--- config.mk ---
export PLATFORM = sky130hd
export DESIGN_NAME = fetch_unit
export DESIGN_NICKNAME = d
export VERILOG_FILES = /design/src/rtl/fetch_unit_pkg.sv /design/src/rtl/fetch_unit_watchdog.sv /design/src/rtl/fetch_unit.sv
export SDC_FILE = /design/constraint.sdc
export NUM_CORES = 1
export LEC_CHECK = 0
export CAP_MARGIN = 20
export CORE_ASPECT_RATIO = 0.6
export CORE_MARGIN = 10
export CORE_UTILIZATION = 35
export CTS_CLUSTER_DIAMETER = 50
export DETAILED_ROUTE_END_ITERATION = 8
export PLACE_DENSITY = 0.75
export SLEW_MARGIN = 20
export SYNTH_ARGS = -nofsm -noshare
export SYNTH_HDL_FRONTEND = slang
export SYNTH_HIERARCHICAL = 1
export SYNTH_SLANG_ARGS = --single-unit
--- constraint.sdc ---
create_clock -name clk_i -period 3.3 [get_ports clk_i]
set_input_delay 0.495 -clock clk_i [delete_from_list [all_inputs] [get_ports clk_i]]
set_output_delay 0.495 -clock clk_i [all_outputs]
set_load 0.01 [all_outputs]
--- src/rtl/fetch_unit_pkg.sv ---
// ---------------------------------------------------------------------------
// fetch_unit_pkg
// Shared types and constants for the multicycle instruction fetch stage:
// FSM state encoding, fault cause encoding, memory response payload and the
// reset value of the instruction register.
// ---------------------------------------------------------------------------
package fetch_unit_pkg;

    localparam int unsigned INSN_W  = 32;
    localparam int unsigned CAUSE_W = 2;

    // addi x0, x0, 0 -- harmless instruction presented out of reset
    localparam logic [INSN_W-1:0] NOP_INSN = 32'h0000_0013;

    typedef enum logic [2:0] {
        S_IDLE  = 3'd0,
        S_WAIT  = 3'd1,
        S_VALID = 3'd2,
        S_DRAIN = 3'd3,
        S_FAULT = 3'd4
    } fetch_state_e;

    typedef enum logic [CAUSE_W-1:0] {
        F_NONE     = 2'b00,
        F_MISALIGN = 2'b01,
        F_BUS      = 2'b10,
        F_TIMEOUT  = 2'b11
    } fault_cause_e;

    // Response side of the instruction memory handshake
    typedef struct packed {
        logic              ack;
        logic              err;
        logic [INSN_W-1:0] rdata;
    } imem_rsp_t;

    // Instruction fetches must be 32-bit aligned
    function automatic logic is_word_aligned(input logic [1:0] lsb);
        return lsb == 2'b00;
    endfunction

endpackage

--- src/rtl/fetch_unit_watchdog.sv ---
// ---------------------------------------------------------------------------
// fetch_watchdog
// Bounds the number of cycles the fetch FSM spends waiting for a memory ack.
// The counter clears when the FSM enters a waiting state, advances on every
// waiting cycle without an ack and saturates at TIMEOUT_CYCLES.
//
// Ports:
//   clk_i        clock
//   rst_ni       synchronous active-low reset
//   clear_i      restart the count (entry into a waiting state)
//   enable_i     FSM is currently waiting for an ack
//   ack_i        memory ack this cycle (an ack always beats a timeout)
//   expired_c_o  combinational: this is the last allowed cycle and no ack came
// ---------------------------------------------------------------------------
module fetch_watchdog #(
    parameter int unsigned TIMEOUT_CYCLES = 255
) (
    input  logic clk_i,
    input  logic rst_ni,
    input  logic clear_i,
    input  logic enable_i,
    input  logic ack_i,
    output logic expired_c_o
);

    localparam int unsigned CNT_W = (TIMEOUT_CYCLES > 0) ? $clog2(TIMEOUT_CYCLES + 1) : 1;
    localparam logic [CNT_W-1:0] CNT_MAX  = CNT_W'(TIMEOUT_CYCLES);
    localparam logic [CNT_W-1:0] CNT_LAST = CNT_W'(TIMEOUT_CYCLES - 1);

    logic [CNT_W-1:0] cnt_q;
    logic [CNT_W-1:0] cnt_d;

    // Saturating count of ack-less waiting cycles
    always_comb begin
        cnt_d = cnt_q;
        if (clear_i) begin
            cnt_d = '0;
        end else if (enable_i && !ack_i && (cnt_q != CNT_MAX)) begin
            cnt_d = cnt_q + CNT_W'(1);
        end
    end

    always_ff @(posedge clk_i) begin
        if (!rst_ni) begin
            cnt_q <= '0;
        end else begin
            cnt_q <= cnt_d;
        end
    end

    // The edge that would bring the count to TIMEOUT_CYCLES is the timeout edge
    assign expired_c_o = enable_i && !ack_i && (cnt_q == CNT_LAST);

endmodule

--- src/rtl/fetch_unit.sv ---
// ---------------------------------------------------------------------------
// fetch_unit
// Multicycle instruction fetch stage. A fetch request issues one 32-bit read
// over a req/ack handshake, the returned word is captured in the instruction
// register and announced with a one-cycle valid pulse. Misaligned PCs, bus
// errors and (optionally) memory timeouts are reported as sticky faults that
// are cleared by flush.
//
// Build option:
//   FETCH_TIMEOUT_EN  when defined, a watchdog bounds WAIT/DRAIN to
//                     TIMEOUT_CYCLES cycles and fault cause 11 becomes
//                     reachable; otherwise the FSM waits indefinitely.
//
// Ports:
//   clk_i               clock, rising edge
//   reset_ni            synchronous active-low reset
//   fetch_req_i         start a fetch of pc_i (honoured in IDLE only)
//   pc_i                fetch address
//   flush_i             abandon current fetch / clear a fault
//   imem_req_o          memory read request (registered)
//   imem_addr_o         read address, stable while imem_req_o is high
//   imem_ack_i          memory completes the read this cycle
//   imem_err_i          marks the ack as a bus error
//   imem_rdata_i        read data, valid with imem_ack_i
//   instruction_out_o   instruction register
//   instr_valid_o       one-cycle pulse: instruction register newly loaded
//   busy_o              high in every state except IDLE
//   fault_o             sticky fault flag
//   fault_cause_o       00 none, 01 misaligned, 10 bus error, 11 timeout
// ---------------------------------------------------------------------------
module fetch_unit
    import fetch_unit_pkg::*;
#(
    parameter int unsigned XLEN           = 64,
    parameter int unsigned TIMEOUT_CYCLES = 255
) (
    input  logic               clk_i,
    input  logic               reset_ni,
    input  logic               fetch_req_i,
    input  logic [XLEN-1:0]    pc_i,
    input  logic               flush_i,
    output logic               imem_req_o,
    output logic [XLEN-1:0]    imem_addr_o,
    input  logic               imem_ack_i,
    input  logic               imem_err_i,
    input  logic [INSN_W-1:0]  imem_rdata_i,
    output logic [INSN_W-1:0]  instruction_out_o,
    output logic               instr_valid_o,
    output logic               busy_o,
    output logic               fault_o,
    output logic [CAUSE_W-1:0] fault_cause_o
);

    if (TIMEOUT_CYCLES < 1) begin : g_bad_timeout
        $error("fetch_unit: TIMEOUT_CYCLES must be at least 1");
    end

    fetch_state_e      state_q, state_d;
    logic              imem_req_q, imem_req_d;
    logic [XLEN-1:0]   imem_addr_q, imem_addr_d;
    logic [INSN_W-1:0] instr_q, instr_d;
    logic              instr_valid_q, instr_valid_d;
    logic              busy_q, busy_d;
    logic              fault_q, fault_d;
    fault_cause_e      cause_q, cause_d;

    imem_rsp_t         rsp_c;
    logic              timeout_c;

    assign rsp_c = {imem_ack_i, imem_err_i, imem_rdata_i};

`ifdef FETCH_TIMEOUT_EN
    logic wd_clear_c;
    logic wd_enable_c;

    // Count restarts on every entry into WAIT or DRAIN (including WAIT->DRAIN)
    always_comb begin
        wd_enable_c = (state_q == S_WAIT) || (state_q == S_DRAIN);
        wd_clear_c  = (state_d != state_q) && ((state_d == S_WAIT) || (state_d == S_DRAIN));
    end

    fetch_watchdog #(
        .TIMEOUT_CYCLES (TIMEOUT_CYCLES)
    ) u_watchdog (
        .clk_i       (clk_i),
        .rst_ni      (reset_ni),
        .clear_i     (wd_clear_c),
        .enable_i    (wd_enable_c),
        .ack_i       (rsp_c.ack),
        .expired_c_o (timeout_c)
    );
`else
    assign timeout_c = 1'b0;
`endif

    // Next-state and registered-output logic
    always_comb begin
        state_d       = state_q;
        imem_req_d    = imem_req_q;
        imem_addr_d   = imem_addr_q;
        instr_d       = instr_q;
        instr_valid_d = 1'b0;
        fault_d       = fault_q;
        cause_d       = cause_q;

        unique case (state_q)
            S_IDLE: begin
                // flush beats a simultaneous request
                if (!flush_i && fetch_req_i) begin
                    if (is_word_aligned(pc_i[1:0])) begin
                        imem_addr_d = pc_i;
                        imem_req_d  = 1'b1;
                        state_d     = S_WAIT;
                    end else begin
                        fault_d = 1'b1;
                        cause_d = F_MISALIGN;
                        state_d = S_FAULT;
                    end
                end
            end

            S_WAIT: begin
                if (rsp_c.ack) begin
                    imem_req_d = 1'b0;
                    if (flush_i) begin
                        // transaction retired, data dropped
                        state_d = S_IDLE;
                    end else if (rsp_c.err) begin
                        fault_d = 1'b1;
                        cause_d = F_BUS;
                        state_d = S_FAULT;
                    end else begin
                        instr_d       = rsp_c.rdata;
                        instr_valid_d = 1'b1;
                        state_d       = S_VALID;
                    end
                end else if (flush_i) begin
                    // request stays up until memory answers
                    state_d = S_DRAIN;
                end else if (timeout_c) begin
                    imem_req_d = 1'b0;
                    fault_d    = 1'b1;
                    cause_d    = F_TIMEOUT;
                    state_d    = S_FAULT;
                end
            end

            S_VALID: begin
                state_d = S_IDLE;
            end

            S_DRAIN: begin
                // any ack (error or not) ends the drain; a timeout abandons it quietly
                if (rsp_c.ack || timeout_c) begin
                    imem_req_d = 1'b0;
                    state_d    = S_IDLE;
                end
            end

            S_FAULT: begin
                if (flush_i) begin
                    fault_d = 1'b0;
                    cause_d = F_NONE;
                    state_d = S_IDLE;
                end
            end

            default: begin
                imem_req_d = 1'b0;
                state_d    = S_IDLE;
            end
        endcase

        busy_d = (state_d != S_IDLE);
    end

    always_ff @(posedge clk_i) begin
        if (!reset_ni) begin
            state_q       <= S_IDLE;
            imem_req_q    <= 1'b0;
            imem_addr_q   <= '0;
            instr_q       <= NOP_INSN;
            instr_valid_q <= 1'b0;
            busy_q        <= 1'b0;
            fault_q       <= 1'b0;
            cause_q       <= F_NONE;
        end else begin
            state_q       <= state_d;
            imem_req_q    <= imem_req_d;
            imem_addr_q   <= imem_addr_d;
            instr_q       <= instr_d;
            instr_valid_q <= instr_valid_d;
            busy_q        <= busy_d;
            fault_q       <= fault_d;
            cause_q       <= cause_d;
        end
    end

    assign imem_req_o        = imem_req_q;
    assign imem_addr_o       = imem_addr_q;
    assign instruction_out_o = instr_q;
    assign instr_valid_o     = instr_valid_q;
    assign busy_o            = busy_q;
    assign fault_o           = fault_q;
    assign fault_cause_o     = cause_q;

endmodule
==> qor.csv, run 1 <==
metric;value;unit
DRT antenna net count;0;
Die Wd;153;um
DP Area;5820;um2
Post-Route WL;12600;um
setup TNS after final layout;0;ps
crit path cell chain;clkdlybuf4s50_1 -> nor2_2 -> nand3_2 -> buf_4 -> nand2_1 -> a21oi_1;
port bufs;203;
sequential area share after synthesis;0.562;
Resize count post-CTS;0;
hold endpoint;instruction_out_o[3];
cell count after synthesis;464;
Tot GR Track Use;0.158;
Initial Utilization;0.357;
wire per inst;15.9;um
CTS H-tree depth;3;
largest family of logic cells by synthesized area;simple AND/OR/NAND/NOR gates;
Critical Path Max Stage Delay;480;ps
R2R setup slack;1350;ps
Clk pin slew, worst setup/hold paths;60;ps
layout cells sized above 1;0.0384;
Power Density;412;nW/um2
I/O pins;204;
adder-cell share of the synthesized area;0;
Fin. Hold Viols;0;
overall die area;15400;um2
Worst-Skew Late Latency;340;ps
die height;100;um
number of diodes;0;
Overflow after GRT;0;
1st-iter DRT viols;195;
Tightest Pin Transition;610;ps
largest area contributor in the netlist;dfxtp_1;
CTS max path bufs;2;
synthesized cell area;3740;um2
number of setup buffers added after CTS;0;
Via density;4.74;
share of the synthesized area in the top cell type;0.562;
initial antenna violation count;0;
minimum clock period;2220;ps
Mean Syn Cell Area;8.06;um2
DPL Wire Length;9620;um
cts bufs inserted;9;
vias in the first global route;3603;
fmax;0.450;GHz
mux cell area share after synthesis;0;
Clock Skew;7.23;ps
Worst Path Required;3500;ps
max-slew violations;0;
RSZ-0062 raised after global routing;no;
pin count of the biggest net entering global routing;57;
Syn-to-layout area delta;62.6;%
CP Launch Type;primary input;
gpl congestion;0.816;
TritonCTS clock tree;done;
max-cap violations;0;
synth top area cells;dfxtp_1 (56%), nand2_1 (19%), a21oi_1 (13%);
HP Class;reg -> reg;
count of cell types in the netlist;31;
Root Buffer;clkbuf_16;
HP Start;instruction_out_o[3];
r2r endpoint;imem_addr_o[15];
CP Buf/Inv Count;2;
post-synth net total;566;
Top delay family on crit path;buffers and inverters;
Remaining DRCs;0;
crit-path max FO;46;
# hold bufs at CTS;0;
fin area;6080;um2
Hold Crit Depth;2;
CP Class;in -> reg;
Compound-Gate Fraction of Synth Area;0.148;
slew margin rel.;0.594;
synthesized flop and latch total;105;
slowest CP cell;clkdlybuf4s50_1;
worst endpoint data arrival time;2420;ps
Worst Setup End Kind;flop;
synth warn;6;
Max IR drop VDD;0.289;mV
Pleak;0.00207;uW
CTS Sinks;105;
first-pass GRT wire length;19700;um
row count;29;
DRT Pass-1 Iters;6;
xor/xnor cell area share of the yosys netlist;0.00234;
r2r startpoint;state_q[1];
Final Cycle Share;0.673;
fin nets;751;
outcome;complete, no violations;
final setup violation count;0;
Placeable Area;10500;um2
simple-gate portion of the synthesized area;0.237;
Vias;3746;
Reg2Reg Depth;5;
-- cells in the mapped netlist (all sizes together) --
| master | number |
|---|---|
| nor2 | 5 |
| a211oi | 1 |
| a41o | 1 |
| or4 | 1 |
| nor3 | 1 |
| clkbuf | 17 |
| nand3b | 1 |
| nand4 | 2 |
| a21oi | 97 |
| nor2b | 1 |
| o31a | 1 |
| nand2b | 1 |
| a41oi | 1 |
| nor3b | 1 |
| or2 | 1 |
| and3 | 4 |
| a31oi | 2 |
| buf | 18 |
| nor4bb | 1 |
| nand4b | 1 |
| and4b | 1 |
| xnor2 | 1 |
| inv | 1 |
| nand3 | 5 |
| nand2 | 189 |
| o21ai | 4 |
| dfxtp | 105 |
-- layer usage --
metal	track usage	up-vias	share of wire
met4	0.0383	0	0.012
li1	-	1878	-
met2	0.246	148	0.45
met3	0.0991	14	0.13
met5	0	-	0
met1	0.180	1706	0.41
-- state kept, by name, summed over array words and instances (netlist names) --
signal             count
imem_addr_o           64
instruction_out_o     32
state_q                3
fault_cause_o          2
busy_o                 1
fault_o                1
imem_req_o             1
instr_valid_o          1
-- layout by cell type (no fill, tap or decap), types with 2 or more instances in the layout --
cell             count
a21oi_1             97
a31oi_1              2
and3_1               3
buf_4                5
clkbuf_16            9
clkdlybuf4s50_1    203
clkinvlp_4           2
dfxtp_1            105
nand2_1            189
nand3_1              4
nand4_1              2
nor2_1               4
o21ai_0              4
-- where the power goes --
part	internal, uW	total [uW]	switching, uW
sequential	1290	1300	12.8
clock	518	948	430
combinational	160	256	95.3
-- layout make-up --
class / count / area [um2]
clock buffer: 10 / 239
inverter: 1 / 3.75
multi-input combinational: 323 / 1460
tap: 139 / 174
sequential: 105 / 2100
fill: 918 / 4400
clock inverter: 3 / 20.0
timing repair buffer: 209 / 2090
-- kinds of logic after synthesis --
logic type,Yosys count
compound gates,107
xor+xnor,1
buf+inv,36
flops,105
simple gates,215
-- worst max-delay path by stage --
| stage | start | endpoint | slack, ps | depth (start not counted) |
|---|---|---|---|---|
| after global placement | flush_i | imem_addr_o[36] | 820 | 6 |
| after floorplan | reset_ni | instruction_out_o[10] | 1800 | 5 |
| after CTS | flush_i | imem_addr_o[15] | 1100 | 6 |
| after global routing | flush_i | imem_addr_o[15] | 920 | 6 |
| final | flush_i | imem_addr_o[15] | 1080 | 6 |
| after detailed placement | flush_i | imem_addr_o[15] | 740 | 6 |
-- worst register-to-register path, cell delays in order (launching register included) --
cell	delay [ps]
dfxtp_1	360
nor2_2	350
nand3_2	420
buf_4	440
nand2_1	170
a21oi_1	80
-- through the flow --
stage	hold slack (ps)	cells	total power (uW)	utilization	setup WS (ps)
floorplan	481	464	1410	-	1800
global placement	440	777	1580	0.555	823
detailed placement	448	777	1580	0.555	743
CTS	455	790	2550	0.580	1100
global route	472	790	2620	0.580	922
finish	454	790	2500	0.580	1080
Power figures use the tool's default switching activity.
==> inputs of run 2 (changes only) <==
Clock period 3.3 ns to 2.1 ns, I/O delays scaled along.
==> qor.csv, run 2 (same netlist as run 1, synthesis figures left out) <==
metric;value;unit
outcome;complete, no violations;
setup TNS after final layout;0;ps
crit-path max FO;32;
die height;100;um
crit path cell chain;clkdlybuf4s50_1 -> nor2_2 -> buf_4 -> and4b_1 -> buf_12 -> nand2_1 -> a21oi_1;
Layout Utilization;0.588;
overall die area;15400;um2
DPL Wire Length;9590;um
most common cell after layout, fill and taps aside;clkdlybuf4s50_1;
port bufs;203;
max-cap violations;0;
first-pass GRT wire length;19900;um
Clock Skew;4.09;ps
Die Wd;153;um
Tot GR Track Use;0.158;
Worst Path Required;2360;ps
HP Class;reg -> reg;
Clk pin slew, worst setup/hold paths;70;ps
crit path setup slack, layout;495;ps
Resize count post-CTS;0;
CP Class;in -> reg;
Overflow after GRT;0;
slew margin rel.;0.679;
fmax;0.623;GHz
CTS H-tree depth;3;
TritonCTS clock tree;done;
max FFs per register;64;
gpl congestion;0.845;
Root Buffer;clkbuf_16;
number of diodes;0;
Post-Route WL;12800;um
Worst-Skew Late Latency;330;ps
DRT antenna net count;0;
RSZ-0062 raised after global routing;no;
post-placement setup slack;146;ps
max-slew violations;0;
1st-iter DRT viols;133;
Placeable Area;10500;um2
final setup violation count;0;
Worst Setup End Kind;flop;
Max IR drop VDD;0.391;mV
Critical Path Max Stage Delay;480;ps
initial antenna violation count;0;
pin count of the biggest net entering global routing;70;
slowest CP cell;clkdlybuf4s50_1;
cts bufs inserted;9;
Vias;3740;
Fin. Hold Viols;0;
fin nets;753;
CTS Sinks;105;
most frequent cells in the layout;clkdlybuf4s50_1 (203), nand2_1 (189), dfxtp_1 (105);
Final Cycle Share;0.764;
Syn-to-layout area delta;64.7;%
Pleak;0.00210;uW
wire per inst;16.1;um
vias in the first global route;3738;
CTS max path bufs;2;
Tightest Pin Transition;482;ps
minimum clock period;1600;ps
CP Launch Type;primary input;
I/O pins;204;
Remaining DRCs;0;
DRT Pass-1 Iters;4;
number of setup buffers added after CTS;0;
Power Density;667;nW/um2
# hold bufs at CTS;0;
worst endpoint data arrival time;1860;ps
Initial Utilization;0.357;
Via density;4.70;
number of fill cells;936;
row count;29;
layout cells sized above 1;0.0427;
run 2: cell type report:
type | instances | area [um2] | area share
Timing Repair Buffer | 211 | 2130 | 0.346
Clock inverter | 4 | 52.6 | 0.00853
Clock buffer | 12 | 246 | 0.0400
Tap cell | 139 | 174 | 0.0282
Multi-Input combinational cell | 323 | 1460 | 0.236
Sequential cell | 105 | 2100 | 0.341
Inverter | 1 | 3.75 | 0.000609
run 2: metal layers:
layer,wire (um),part of all wire,track usage,vias up
li1,-,-,-,1885
met1,5150,0.40,0.175,1724
met2,6070,0.47,0.260,127
met3,1480,0.12,0.0909,4
met4,78,0.0061,0.0398,0
met5,0,0,0,-
run 2: report_power, final:
group / leakage [uW] / internal (uW) / switching [uW]
clock: 0.000135 / 958 / 704
sequential: 0.000848 / 2020 / 20.3
combinational: 0.00112 / 256 / 149
total: 0.00210 / 3240 / 873
run 2: through the flow:
step                power (uW)  cell area (um2)  hold slack [ps]  cells
floorplan                 2210             3740              439    464
global placement          2490             5860              441    779
detailed placement        2500             5860              445    779
CTS                       4180             6160              455    795
global route              4290             6160              470    795
finish                    4110             6160              452    795
run 2: final timing paths:
path	from	end	slack (ps)	depth (start not counted)
worst max-delay path	flush_i	instruction_out_o[16]	500	7
worst min-delay path	imem_addr_o[53]	imem_addr_o[53]	450	2
worst max register to register	state_q[0]	instruction_out_o[16]	500	5
worst min register to register	imem_addr_o[53]	imem_addr_o[53]	450	2
run 2: worst max-delay path, delay by kind of cell:
family,cells,cell delay [ps]
AO/OA/AOI/OAI,1,140
buffers and inverters,3,870
AND/OR/NAND/NOR,3,550
